[config.mk]
export PLATFORM = sky130hd
export DESIGN_NAME = program_loader
export DESIGN_NICKNAME = d
export VERILOG_FILES = /design/src/rtl/program_loader.sv
export SDC_FILE = /design/constraint.sdc
export NUM_CORES = 1
export LEC_CHECK = 0
export ABC_AREA = 1
export BUFFER_PORTS_ARGS = -buffer_cell sky130_fd_sc_hd__buf_2
export CAP_MARGIN = 15
export CORE_UTILIZATION = 40
export DETAILED_ROUTE_END_ITERATION = 7
export HOLD_SLACK_MARGIN = 0.1
export PLACE_DENSITY = 0.69
export RECOVER_POWER = 50
export SLEW_MARGIN = 15
export SYNTH_ARGS = -nofsm -noshare
export SYNTH_HDL_FRONTEND = slang
export SYNTH_SLANG_ARGS = --single-unit
[constraint.sdc]
create_clock -name clock -period 2.9 [get_ports clock]
set_input_delay 0.145 -clock clock [delete_from_list [all_inputs] [get_ports clock]]
set_output_delay 0.145 -clock clock [all_outputs]
set_load 0.01 [all_outputs]
[src/rtl/program_loader.sv]
// program_loader: packs decoded instruction fields into 23-bit words and
// writes them to consecutive instruction-memory addresses from 0, holding
// the CPU for the duration of the load. A small show-ahead FIFO sits between
// the field handshake and the memory write port.
module program_loader #(
  parameter int MEM_DEPTH  = 11,
  parameter int ADDR_W     = 4,
  parameter int FIFO_DEPTH = 2
) (
  input  logic              clock,
  input  logic              reset,
  input  logic              start,
  input  logic              in_valid,
  output logic              in_ready,
  input  logic              in_last,
  input  logic [4:0]        in_opcode,
  input  logic [1:0]        in_regd,
  input  logic [1:0]        in_regs,
  input  logic [1:0]        in_regt,
  input  logic [11:0]       in_offset,
  output logic              mem_we,
  input  logic              mem_wready,
  output logic [ADDR_W-1:0] mem_addr,
  output logic [22:0]       mem_wdata,
  output logic              cpu_hold,
  output logic              done,
  output logic              error,
  output logic [ADDR_W:0]   word_count
);

  localparam int PTR_W = (FIFO_DEPTH > 1) ? $clog2(FIFO_DEPTH) : 1;
  localparam logic [PTR_W:0]  FIFO_FULL = (PTR_W+1)'(FIFO_DEPTH);
  localparam logic [ADDR_W:0] MAX_CNT   = (ADDR_W+1)'(MEM_DEPTH);

  typedef enum logic [2:0] {
    S_IDLE  = 3'd0,
    S_LOAD  = 3'd1,
    S_DRAIN = 3'd2,
    S_DONE  = 3'd3,
    S_ERROR = 3'd4
  } state_t;

  state_t r_state;
  state_t w_state_next;

  logic [22:0]       r_fifo [FIFO_DEPTH];
  logic [PTR_W-1:0]  r_wr_ptr;
  logic [PTR_W-1:0]  r_rd_ptr;
  logic [PTR_W:0]    r_fifo_cnt;
  logic [ADDR_W:0]   r_acc_cnt;
  logic [ADDR_W:0]   r_word_cnt;
  logic [ADDR_W-1:0] r_addr;

  logic w_empty;
  logic w_full;
  logic w_start_ok;
  logic w_in_ready;
  logic w_accept;
  logic w_overflow;
  logic w_push;
  logic w_pop;

  assign w_empty    = (r_fifo_cnt == '0);
  assign w_full     = (r_fifo_cnt == FIFO_FULL);
  // start only opens a session from a quiescent state; LOAD/DRAIN ignore it
  assign w_start_ok = start && ((r_state == S_IDLE) || (r_state == S_DONE) ||
                                (r_state == S_ERROR));
  assign w_accept   = in_valid && w_in_ready;
  // A bundle beyond the memory capacity is swallowed and flags the error
  assign w_overflow = w_accept && (r_acc_cnt == MAX_CNT);
  assign w_push     = w_accept && !w_overflow;
  assign w_pop      = !w_empty && mem_wready;

  // State register
  always_ff @(posedge clock or posedge reset) begin
    if (reset) begin
      r_state <= S_IDLE;
    end else begin
      r_state <= w_state_next;
    end
  end

  // Next-state decode
  always_comb begin
    w_state_next = r_state;
    case (r_state)
      S_IDLE, S_DONE, S_ERROR: begin
        if (start) w_state_next = S_LOAD;
      end
      S_LOAD: begin
        if (w_overflow)             w_state_next = S_ERROR;
        else if (w_push && in_last) w_state_next = S_DRAIN;
      end
      S_DRAIN: begin
        if (w_empty) w_state_next = S_DONE;
      end
      default: w_state_next = S_IDLE;
    endcase
  end

  // Status outputs decoded from the current state; in_ready ignores same-cycle pops
  always_comb begin
    w_in_ready = 1'b0;
    cpu_hold   = 1'b0;
    done       = 1'b0;
    error      = 1'b0;
    case (r_state)
      S_LOAD: begin
        w_in_ready = !w_full;
        cpu_hold   = 1'b1;
      end
      S_DRAIN: cpu_hold = 1'b1;
      S_DONE:  done     = 1'b1;
      S_ERROR: begin
        cpu_hold = 1'b1;
        error    = 1'b1;
      end
      default: ;
    endcase
  end

  assign in_ready   = w_in_ready;
  assign mem_we     = !w_empty;
  // Head word is shown directly; zero while nothing is queued
  assign mem_wdata  = w_empty ? 23'd0 : r_fifo[r_rd_ptr];
  assign mem_addr   = r_addr;
  assign word_count = r_word_cnt;

  // FIFO storage: encoded word captured on the accepting edge
  always_ff @(posedge clock) begin
    if (w_push) begin
      r_fifo[r_wr_ptr] <= {in_opcode, in_regd, in_regs, in_regt, in_offset};
    end
  end

  // FIFO pointers, occupancy, accept counter and write-address/word counters
  always_ff @(posedge clock or posedge reset) begin
    if (reset) begin
      r_wr_ptr   <= '0;
      r_rd_ptr   <= '0;
      r_fifo_cnt <= '0;
      r_acc_cnt  <= '0;
      r_word_cnt <= '0;
      r_addr     <= '0;
    end else if (w_start_ok) begin
      r_wr_ptr   <= '0;
      r_rd_ptr   <= '0;
      r_fifo_cnt <= '0;
      r_acc_cnt  <= '0;
      r_word_cnt <= '0;
      r_addr     <= '0;
    end else begin
      if (w_push) begin
        r_wr_ptr  <= r_wr_ptr + 1'b1;
        r_acc_cnt <= r_acc_cnt + 1'b1;
      end
      if (w_pop) begin
        r_rd_ptr   <= r_rd_ptr + 1'b1;
        r_addr     <= r_addr + 1'b1;
        r_word_cnt <= r_word_cnt + 1'b1;
      end
      case ({w_push, w_pop})
        2'b10:   r_fifo_cnt <= r_fifo_cnt + 1'b1;
        2'b01:   r_fifo_cnt <= r_fifo_cnt - 1'b1;
        default: r_fifo_cnt <= r_fifo_cnt;
      endcase
    end
  end

endmodule

-- Word-level counts from Yosys, hierarchy flattened
Memory sizes are Yosys's and may differ from the RTL's.
Cells that the tools add are included.
- register bits after elaboration: 21
- RAM bits: 46
- bits of input ports: 29
- output and inout port bits: 37
- logic and storage cells: 69
- memories kept: 1
- memory list (memory ; depth ; bits a word ; read ports ; clocked after Yosys merged registers in ; write ports ; RTL line ; text):
    r_fifo ; 2 ; 23 ; 1 ; 0 ; 1 ; 46 ; logic [22:0] r_fifo [FIFO_DEPTH];
- add/sub/neg operators: 7
- equality and inequality tests: 11
- mux-type cells: 24
- reductions and logical operators: 19
- operators with widths (operator ; number):
    $mux 23 ; 1
    $mux 5 ; 4
    $mux 3 ; 4
    $add 5x1->5 const B ; 2
    $mux 1 ; 10
    $pmux 3 s3 ; 1
    $mux 4 ; 2
    $eq 3x2->1 const B ; 2
    $logic_and 1x1->1 ; 6
    $reduce_or 3->1 ; 2
    $eq 5x4->1 const B ; 1
    $add 4x1->4 const B ; 1
    $eq 2x2->1 const B ; 2
    $ne 2x2->1 const B ; 2
    $pmux 2 s2 ; 1
    $reduce_bool 2->1 ; 2
    $eq 3x1->1 const B ; 1
    $eq 3x3->1 const B ; 1
    $logic_not 1->1 ; 3
    $logic_not 3->1 ; 1
    $ne 3x3->1 const B ; 1
    $reduce_and 3->1 ; 1
    $reduce_bool 3->1 ; 1
    $add 1x1->1 const B ; 2
    6 further kinds ; 7

-- Logic depth before layout (Yosys ltp)
- depth in word-level cells: 11
- gate-level depth with buffers: 9
- gate-level depth less buffers: 9

-- Worst setup path before layout
Ideal clock, no wire load.
- path type: register to register
- start point: register r_acc_cnt[0]
- end point: memory r_fifo[1][0] (enable)
- setup time: 0.403 ns
- arrival time: 1.992 ns
- required time: 2.497 ns
- setup slack: 0.506 ns
- cell stages (with the launch flop): 6
- path buffers: 1
- clock period less this slack: 2.394 ns
- path through: dfrtp_1 > ha_1 > nand3_1 > nand3_2 > buf_6 > nor2_1
- cells in the longest elaborated chain, start to end: 6
- RTL lines (element ; RTL line ; text):
    start, declared ; 50 ; logic [ADDR_W:0] r_acc_cnt;
    start signal, assigned ; 155 ; r_acc_cnt <= r_acc_cnt + 1'b1;
    $eq 5x4->1 ; 70 ; assign w_overflow = w_accept && (r_acc_cnt == MAX_CNT);
    $logic_and 1x1->1 ; 70 ;
    $logic_not 1->1 ; 71 ; assign w_push = w_accept && !w_overflow;
    $logic_and 1x1->1 ; 71 ;
    $mux 1 ; 131 ; if (w_push) begin
    $mux 1 (implied by the code) ; 132 ; r_fifo[r_wr_ptr] <= {in_opcode, in_regd, in_regs, in_regt, in_offset};
    end, declared ; 46 ;
No other way between the ends.

-- Worst setup path in the final report
- start point: register r_state[2]
- end point: memory r_fifo[0][15] (enable)
- cells in the longest elaborated chain, start to end: 8
- RTL lines (element ; RTL line ; text):
    start, declared ; 43 ; state_t r_state;
    start signal, assigned ; 79 ; r_state <= w_state_next;
    $eq 3x1->1 (*) ; 107 ; case (r_state)
    $mux 1 (*) ; 107 ;
    $logic_and 1x1->1 (*) ; 68 ; assign w_accept = in_valid && w_in_ready;
    $logic_and 1x1->1 ; 70 ;
    $logic_not 1->1 ; 71 ;
    $logic_and 1x1->1 (*) ; 71 ;
    $mux 1 (*) ; 131 ;
    $mux 1 (implied by the code) (*) ; 132 ;
Mark *: on every way between the ends. The rest lies on a longest branch, timed or not.

==> out/metrics.cfg <==
[placed_design]
place_congestion = 0.749
postPlaceCellArea_mm2 = 0.00334
numPortBuffers = 65
hpwlAfterDp_mm = 3.81

[synth]
ys_seq_area_frac = 0.657
synth_top_area_share = 0.476
syn_inst = 280
ys_top_cells_by_count = nand2_1 (82), edfxtp_1 (46), a21oi_1 (27), nor2_1 (23), dfrtp_1 (21)
ys.flop_type = edfxtp_1
syn_area_mm2 = 0.00290
syn_nets = 312
synth_area_leader_cell = edfxtp_1
yosysWarnings = 0
synth_area_leaders = edfxtp_1 (48%), dfrtp_1 (18%), nand2_1 (11%)
synth_cell_types = 25
post-synth-top-count-cell = nand2_1
syn-mean-instance-area_um2 = 10.4
synth-seq-cells = 67
ys_async_sr_fraction = 0.313
synth-edff-count = 46

[detailed_routing]
ant_nets = 0
via_per_inst = 4.71
drtPass1Iterations = 6
drtIter0Drc = 94
drt-total-wl_mm = 6.01
route.detailed.drc = 0
vias = 2246
post_drt_wl_per_cell_um = 12.6

[final_layout]
utilization = 0.542
diodes = 0
seq_area_mm2 = 0.00191
syn_to_final_growth_pct = 29.1
fin_area_mm2 = 0.00374
multi_input_area_um2 = 851
fillers = 641
nets = 408
drive_above_1_share = 0.173

[worst_hold_path]
hold_path.class = input port to register

[die]
die-width_um = 87.2
ioPinCount = 66
initial_utilization = 0.420
floorplan.die_area_mm2 = 0.00760
die_y_um = 87.2
num_rows = 30
design.core.area_mm2 = 0.00691

[clock_network]
cts-htree-levels = 3
cts_tree = done
clockBufferDepth = 2
clock_latency_ns = 0.34
postCtsSetupRepairBufs = 0
numCtsBuffers = 9
clkTransAtPathRegs_ns = 0.06
cts_root_buf = clkbuf_8
cts_num_sinks = 67

[setup_path]
critical-path-top-cell-by-count = inv_1
cp_slowest_cell = dfrtp_1
cp_max_fo = 23
cp.required_ns = 2.91
start_kind = register
crit_type = register to register
crit_arrival_ns = 2.23
worstSetupEndpointType = register
path_cells = inv_1, nand3_4, nor2_1, nand3_1, inv_1, nand2_1, inv_1, buf_4
max_stage_delay_ns = 0.40

[grt]
grt_max_degree = 26
grt_antenna_before_repair = 0
grt_overflow = 0
grt_pass1_wl_mm = 9.40
track_usage = 0.172
grt_pass1_vias = 2010

[power]
p_leak_nw = 1.63
p_per_area_mw_per_mm2 = 912
ir_drop_v = 0.000448

[sta]
max_freq_mhz = 450
final-setup-viol-count = 0
rsz0062_at_grt = false
period_minus_slack_ns = 2.22
finalSetupTns_ns = 0
slew_violations = 0
slew-limit-headroom = 0.470
fin_crit_sh = 0.766
hold_viol = 0
worst_slew_pin_slew_ns = 0.795
fin_skew_ns = 0.0112

[status]
status = finished clean

[flow_run]
cap_violations = 0

routing by layer:
metal	vias up	track usage	share of wire
li1	1129	-	-
met3	8	0.0597	0.040
met5	-	0	0
met1	1064	0.211	0.43
met4	0	0.0805	0.018
met2	45	0.274	0.51
through the flow:
stage	hold WS [ns]	total power, W	instances	worst slack, ns
after CTS	0.128	0.00347	477	0.963
after global placement	0.334	0.00257	437	1.03
after detailed placement	0.336	0.00260	437	0.974
after global routing	0.133	0.00365	477	0.468
after floorplan	0.122	0.00215	280	0.506
final	0.134	0.00342	477	0.678
placed cells by master, fill, tap and decap left out, drive strengths merged, types with 4 or more instances in the layout:
| cell type | synthesis | final |
|---|---|---|
| nor2 | 25 | 25 |
| inv | 24 | 25 |
| buf | 4 | 42 |
| clkbuf | 4 | 37 |
| xor2 | 4 | 4 |
| nand3 | 22 | 22 |
| edfxtp | 46 | 46 |
| nand2 | 84 | 84 |
| o21ai | 7 | 7 |
| dlygate4sd3 | 0 | 24 |
| dfrtp | 21 | 21 |
| a21oi | 27 | 27 |
final timing paths:
check                           start             to  slack [ns]  cells past startpoint
min in group asynchronous       reset    mem_addr[0]        0.50                      3
min                          in_valid     r_state[2]        0.13                      3
max in group asynchronous       reset   r_acc_cnt[2]        1.90                      3
max reg2reg                r_state[2]  r_fifo[0][15]        0.68                      8
min reg2reg                r_state[2]     r_state[2]        0.51                      2
max                        r_state[2]  r_fifo[0][15]        0.68                      8
cells by family after synthesis:
logic type | count (synthesis) | share of synthesized area
and+or+nand+nor | 136 | 0.202
AOI/OAI and AO/OA | 37 | 0.0677
DFF | 67 | 0.657
xor gates and xnor gates | 5 | 0.0151
adders and majority gates | 3 | 0.0129
buffers and inverters | 32 | 0.0453
power by group:
| group | internal [W] | switching [W] |
|---|---|---|
| Clock | 0.000486 | 0.000353 |
| Combinational | 0.000437 | 0.000837 |
| Sequential | 0.00120 | 0.000106 |
| Total | 0.00212 | 0.00130 |
final cells by class:
cell class              instances  share of cell area
clock inverters                 6              0.0234
multi-input cells             181               0.227
inverters                      24              0.0241
repair buffers                 93               0.150
flip-flops and latches         67               0.509
clock buffers                  10              0.0341
well taps                      96              0.0321
registers in the layout, indices dropped and copies added (netlist names):
name        count
mem_addr        4
r_acc_cnt       5
r_fifo         46
r_fifo_cnt      2
r_rd_ptr        1
r_state         3
r_wr_ptr        1
word_count      5
critical path: cells and delay by family, from the launching register on:
kind,cells,cell delay [ns]
flops,1,0.40
simple gates,4,0.80
buf+inv,4,0.69
repair_timing:
item	in CTS	in global routing
hold buffers	24	0
resized for setup	0	0
hold endpoints to repair	67	0
Note: power is estimated with default switching activity, not from simulation.
